<file path="src/rtl/prim_gate_pipe.sv">
// prim_gate_pipe
//   Applies one runtime-selected bitwise gate function to NIN operands of
//   WIDTH bits each. The result then passes through a STAGES-deep
//   valid/ready register pipeline. A transaction never waits behind an empty
//   stage, and results leave in the order they were accepted.
//
// Optional feature: define PRIM_GATE_PIPE_CNT_EN to add out_count, a 16-bit
//   count of consumed results that saturates at 0xFFFF.
//
// Ports:
//   clk        in   rising-edge clock
//   rst_n      in   asynchronous reset, active-low
//   in_valid   in   input transaction present
//   in_ready   out  pipeline can accept this cycle
//   in_op      in   gate select: 0 and, 1 or, 2 xor, 3 xnor, 4 nand, 5 nor,
//                   6 buf, 7 not
//   in_data    in   operands; operand k = in_data[k*WIDTH +: WIDTH]
//   out_valid  out  result present in the last stage
//   out_ready  in   consumer accepts
//   out_data   out  result
//   out_op     out  opcode that produced out_data
//   occupancy  out  number of valid stages
//   out_count  out  consumed-result count (PRIM_GATE_PIPE_CNT_EN only)
module prim_gate_pipe #(
  parameter int WIDTH  = 8,
  parameter int NIN    = 3,
  parameter int STAGES = 2,
  localparam int OCC_W = $clog2(STAGES + 1)
) (
  input  logic                 clk,
  input  logic                 rst_n,
  input  logic                 in_valid,
  output logic                 in_ready,
  input  logic [2:0]           in_op,
  input  logic [NIN*WIDTH-1:0] in_data,
  output logic                 out_valid,
  input  logic                 out_ready,
  output logic [WIDTH-1:0]     out_data,
  output logic [2:0]           out_op,
  output logic [OCC_W-1:0]     occupancy
`ifdef PRIM_GATE_PIPE_CNT_EN
  ,
  output logic [15:0]          out_count
`endif
);

  // Gate function
  logic [WIDTH-1:0] and_red, or_red, xor_red, fn_res;

  always_comb begin
    and_red = in_data[WIDTH-1:0];
    or_red  = in_data[WIDTH-1:0];
    xor_red = in_data[WIDTH-1:0];
    for (int k = 1; k < NIN; k++) begin
      and_red = and_red & in_data[k*WIDTH +: WIDTH];
      or_red  = or_red  | in_data[k*WIDTH +: WIDTH];
      xor_red = xor_red ^ in_data[k*WIDTH +: WIDTH];
    end
  end

  always_comb begin
    fn_res = '0;
    case (in_op)
      3'd0: fn_res = and_red;
      3'd1: fn_res = or_red;
      3'd2: fn_res = xor_red;
      3'd3: fn_res = ~xor_red;
      3'd4: fn_res = ~and_red;
      3'd5: fn_res = ~or_red;
      3'd6: fn_res = in_data[WIDTH-1:0];
      3'd7: fn_res = ~in_data[WIDTH-1:0];
      default: fn_res = '0;
    endcase
  end

  // Pipeline stages
  logic [STAGES-1:0] valid_q, valid_d, adv;
  logic [2:0]        op_q   [STAGES];
  logic [2:0]        op_d   [STAGES];
  logic [WIDTH-1:0]  data_q [STAGES];
  logic [WIDTH-1:0]  data_d [STAGES];
  logic              accept, consume;

  // A stage advances when the stage after it is empty or also advancing.
  // Computing this from the output end backwards lets bubbles collapse in a
  // single cycle.
  always_comb begin
    adv = '0;
    adv[STAGES-1] = valid_q[STAGES-1] & out_ready;
    for (int i = STAGES - 2; i >= 0; i--) begin
      adv[i] = valid_q[i] & (~valid_q[i+1] | adv[i+1]);
    end
  end

  // in_ready depends only on the valid bits and out_ready, never on in_valid.
  assign in_ready = ~valid_q[0] | adv[0];
  assign accept   = in_valid & in_ready;
  assign consume  = adv[STAGES-1];

  always_comb begin
    valid_d = valid_q;
    op_d    = op_q;
    data_d  = data_q;
    for (int i = STAGES - 1; i >= 1; i--) begin
      if (adv[i-1]) begin
        valid_d[i] = 1'b1;
        op_d[i]    = op_q[i-1];
        data_d[i]  = data_q[i-1];
      end else if (adv[i]) begin
        valid_d[i] = 1'b0;
      end
    end
    if (accept) begin
      valid_d[0] = 1'b1;
      op_d[0]    = in_op;
      data_d[0]  = fn_res;
    end else if (adv[0]) begin
      valid_d[0] = 1'b0;
    end
  end

  always_ff @(posedge clk or negedge rst_n) begin
    if (!rst_n) begin
      valid_q <= '0;
      for (int i = 0; i < STAGES; i++) begin
        op_q[i]   <= '0;
        data_q[i] <= '0;
      end
    end else begin
      valid_q <= valid_d;
      op_q    <= op_d;
      data_q  <= data_d;
    end
  end

  // Occupancy counter
  logic [OCC_W-1:0] occ_q, occ_d;

  always_comb begin
    occ_d = occ_q;
    case ({accept, consume})
      2'b10:   occ_d = occ_q + OCC_W'(1);
      2'b01:   occ_d = occ_q - OCC_W'(1);
      default: occ_d = occ_q;
    endcase
  end

  always_ff @(posedge clk or negedge rst_n) begin
    if (!rst_n) occ_q <= '0;
    else        occ_q <= occ_d;
  end

  assign occupancy = occ_q;
  assign out_valid = valid_q[STAGES-1];
  assign out_data  = data_q[STAGES-1];
  assign out_op    = op_q[STAGES-1];

`ifdef PRIM_GATE_PIPE_CNT_EN
  // Saturating count of consumed results
  logic [15:0] cnt_q, cnt_d;

  always_comb begin
    cnt_d = cnt_q;
    if (consume && (cnt_q != 16'hFFFF)) cnt_d = cnt_q + 16'd1;
  end

  always_ff @(posedge clk or negedge rst_n) begin
    if (!rst_n) cnt_q <= '0;
    else        cnt_q <= cnt_d;
  end

  assign out_count = cnt_q;
`endif

endmodule

</file>
<file path="config.mk">
export PLATFORM = sky130hd
export DESIGN_NAME = prim_gate_pipe
export DESIGN_NICKNAME = d
export VERILOG_FILES = /design/src/rtl/prim_gate_pipe.sv
export SDC_FILE = /design/constraint.sdc
export NUM_CORES = 1
export LEC_CHECK = 0
export ABC_AREA = 0
export BUFFER_PORTS_ARGS = -buffer_cell sky130_fd_sc_hd__buf_2
export CORE_MARGIN = 2
export CORE_UTILIZATION = 49
export CTS_CLUSTER_SIZE = 12
export DETAILED_ROUTE_END_ITERATION = 6
export PLACE_DENSITY = 0.74
export SYNTH_ARGS = -nofsm -noshare
export SYNTH_HDL_FRONTEND = slang
export SYNTH_SLANG_ARGS = --single-unit
</file>
<file path="constraint.sdc">
create_clock -name clk -period 1.6 [get_ports clk]
set_input_delay 0.4 -clock clk [delete_from_list [all_inputs] [get_ports clk]]
set_output_delay 0.4 -clock clk [all_outputs]
set_load 0.02 [all_outputs]
</file>
==> metrics.cfg <==
[power]
leakage_nw = 1.24
swShare_pct = 34.7
netSwitchingPower_uw = 783
seq_power_share_pct = 40.5
combPwrFrac_pct = 40.8
total_power_mw = 2.26
internal-power_mw = 1.47
powerDensity_nw_per_um2 = 849
clkPwrFrac_pct = 18.7
vdd_drop_max_mv = 0.385

[final_layout]
regArea_um2 = 652
final_core_util_pct = 65.5
multi_input_area_um2 = 1340
synthToLayoutAreaGrowth_pct = 26.2
fin_area_um2 = 2660
nNetsFinal = 338
antenna_cells = 0
fillers = 355
drive_above_1_share_pct = 39.8

[floorplan]
die_w_um = 69.6
io_pins = 46
core_um2 = 4060
fp-row-count = 23
dieArea_um2 = 4840
floorplan.initialDensity_pct = 51.9
die_y_um = 69.6

[run_status]
status = completed

[routing]
drt-initial-drc-count = 146
via_per_inst = 5.36
wl_per_cell_um = 13.8
drtPass1Iterations = 5
ant_nets = 0
routed_wl_um = 4660
drcViolationCount = 0
vias = 1818

[cts]
clkTransAtPathRegs_ps = 90
cts_buffers = 3
cts_setup_buffers = 0
cts_sinks = 26
root_buffer = clkbuf_8
clock_insertion_delay_worst_skew_ps = 270
clockBufferDepth = 2
cts_tree = done
cts-htree-levels = 1

[sta]
relSlewSlack_pct = 61.2
fin_crit_ps = 1530
fin_hold_ws_ps = 119
setup_viol = 0
clock.fmax_mhz = 652
finalCritPeriodShare_pct = 95.8
worst_pin_slew_ps = 583
layout_setup_ws_ps = 66.6
drv_slew = 0
rsz0062_at_grt = no
fin_skew_ps = 5.74
hold_viol = 0

[worst_setup_path]
critPathCaptureType = flop
worstSetupPathType = primary input to flop
cp-startpoint = in_data[6]
worstReg2RegStart = valid_q[1]
reg2reg_setup_slack_ps = 110
crit_path_end = data_q[14]
required_ps = 1780
reg2reg_to = data_q[14]
crit_fanout = 2
cp.arrival_ps = 1710
crit_path_start_kind = primary input
rr_worst_depth = 6

[synth]
synth_warnings = 0
avgSynthCellArea_um2 = 9.04
ys_ff_latch = 26
synth_area_leaders = dfrtp_1, ha_1, mux2_2
netlist_area_um2 = 2110
syn-instance-count = 233
ys_types = 48
ys.flop_type = dfrtp_1
syn_nets = 281
synth.largest_area_cell = dfrtp_1
yosysSeqAreaShare_pct = 30.9
yosys.area.top_type_share_pct = 30.9
synth_edf_count = 0
synthArstFlopShare_pct = 100

[grt]
grt_max_degree = 27
first_global_vias = 1727
grt-ovfl-total = 0
grtUsageTotal_pct = 20.0
antenna_found_initial = 0
grt_pass1_wl_um = 8020

[placement]
gpl.final_weighted_congestion = 0.869
hpwl_um = 3600
pre_cts_ws_ps = -326
place_area_um2 = 2510
port_buffers = 45

[run]
maxCapViolCount = 0

[hold_path]
hp-class = primary input to async pin

[cells in the mapped netlist (all sizes together), types with 4 or more instances]
master / instances
dfrtp: 26
nand2: 23
buf: 21
inv: 19
ha: 17
mux2: 11
nor2: 11
o21ai: 11
xnor2: 10
a21oi: 9
nand2b: 6
xor2: 6
nor2b: 5
nor3b: 5
a211oi: 4
a32oi: 4
[kinds of logic (layout without fill, tap and decap cells)]
logic type                 count (synthesis)  in the layout  synth area share, %
muxes                                     14             14                 7.31
buffers and inverters                     43             99                 10.4
xor gates and xnor gates                  17             17                 7.72
DFF                                       26             26                 30.9
adders and majority gates                 17             17                 10.1
and+or+nand+nor                           70             70                 17.8
AOI/OAI and AO/OA                         46             46                 15.8
[metal layers]
metal	vias to the layer above	track usage (%)	part of all wire [%]
met3	6	1.60	4.6
met4	0	4.58	1.3
met5	-	0	0
met2	56	31.4	47
li1	907	-	-
met1	849	30.0	47
[stage by stage]
stage | std cells | TNS, ps
finish | 339 | 0
global route | 339 | 0
CTS | 339 | -4.20
detailed placement | 335 | -1120
global placement | 335 | -972
floorplan | 233 | -754
[placed cells by master (no fill, tap or decap), drive strengths merged, types with 5 or more instances in the layout]
master / netlist / layout
nand2b: 6 / 6
xor2: 6 / 6
nor3b: 5 / 5
nor2: 11 / 11
mux2: 11 / 11
a21oi: 9 / 9
nor2b: 5 / 5
o21ai: 11 / 11
dfrtp: 26 / 26
xnor2: 10 / 10
inv: 19 / 19
nand2: 23 / 23
ha: 17 / 17
buf: 21 / 76
[repair_timing]
item	in CTS	in global routing
setup endpoints to repair	3	3
hold buffers	0	0
pin swaps	10	4
gates resized for setup	13	5
cloned	0	0
[sequential cells by signal, indices dropped and copies added, names as in the netlist]
name,cells
out_data,8
op_q,3
occupancy,2
data_q,8
out_op,3
valid_q,2
[worst min-delay path by stage]
stage          startpoint     endpoint  slack (ps)  cells after the start
3_3_place_gp        rst_n  out_data[6]         430                      1
5_1_grt             rst_n  out_data[2]         160                      1
6_report            rst_n  out_data[6]         120                      1
4_1_cts             rst_n  out_data[6]         150                      1
3_5_place_dp        rst_n  out_data[6]         440                      1
2_1_floorplan       rst_n   data_q[10]         100                      0
[layout make-up]
type	count	share of cell area [%]
inverters	19	2.87
flip-flops and latches	26	24.5
clock buffers	4	2.07
well taps	50	2.35
multi-input cells	164	50.2
repair buffers	76	17.9
[critical path, cell delays in order]
cell	delay [ps]
buf_6	80
inv_2	40
ha_4	260
xor2_2	150
mux2i_1	90
or4_4	420
a221oi_2	280
[power by group through the flow]
stage                     Combinational, mW  Clock (mW)  Sequential (mW)
after floorplan                       0.671           0            0.938
after CTS                             0.919       0.432            0.916
after global routing                   1.01       0.467            0.935
final                                 0.922       0.421            0.914
after global placement                0.870           0            0.919
after detailed placement              0.889           0            0.930
Power figures use the tool's default switching activity.
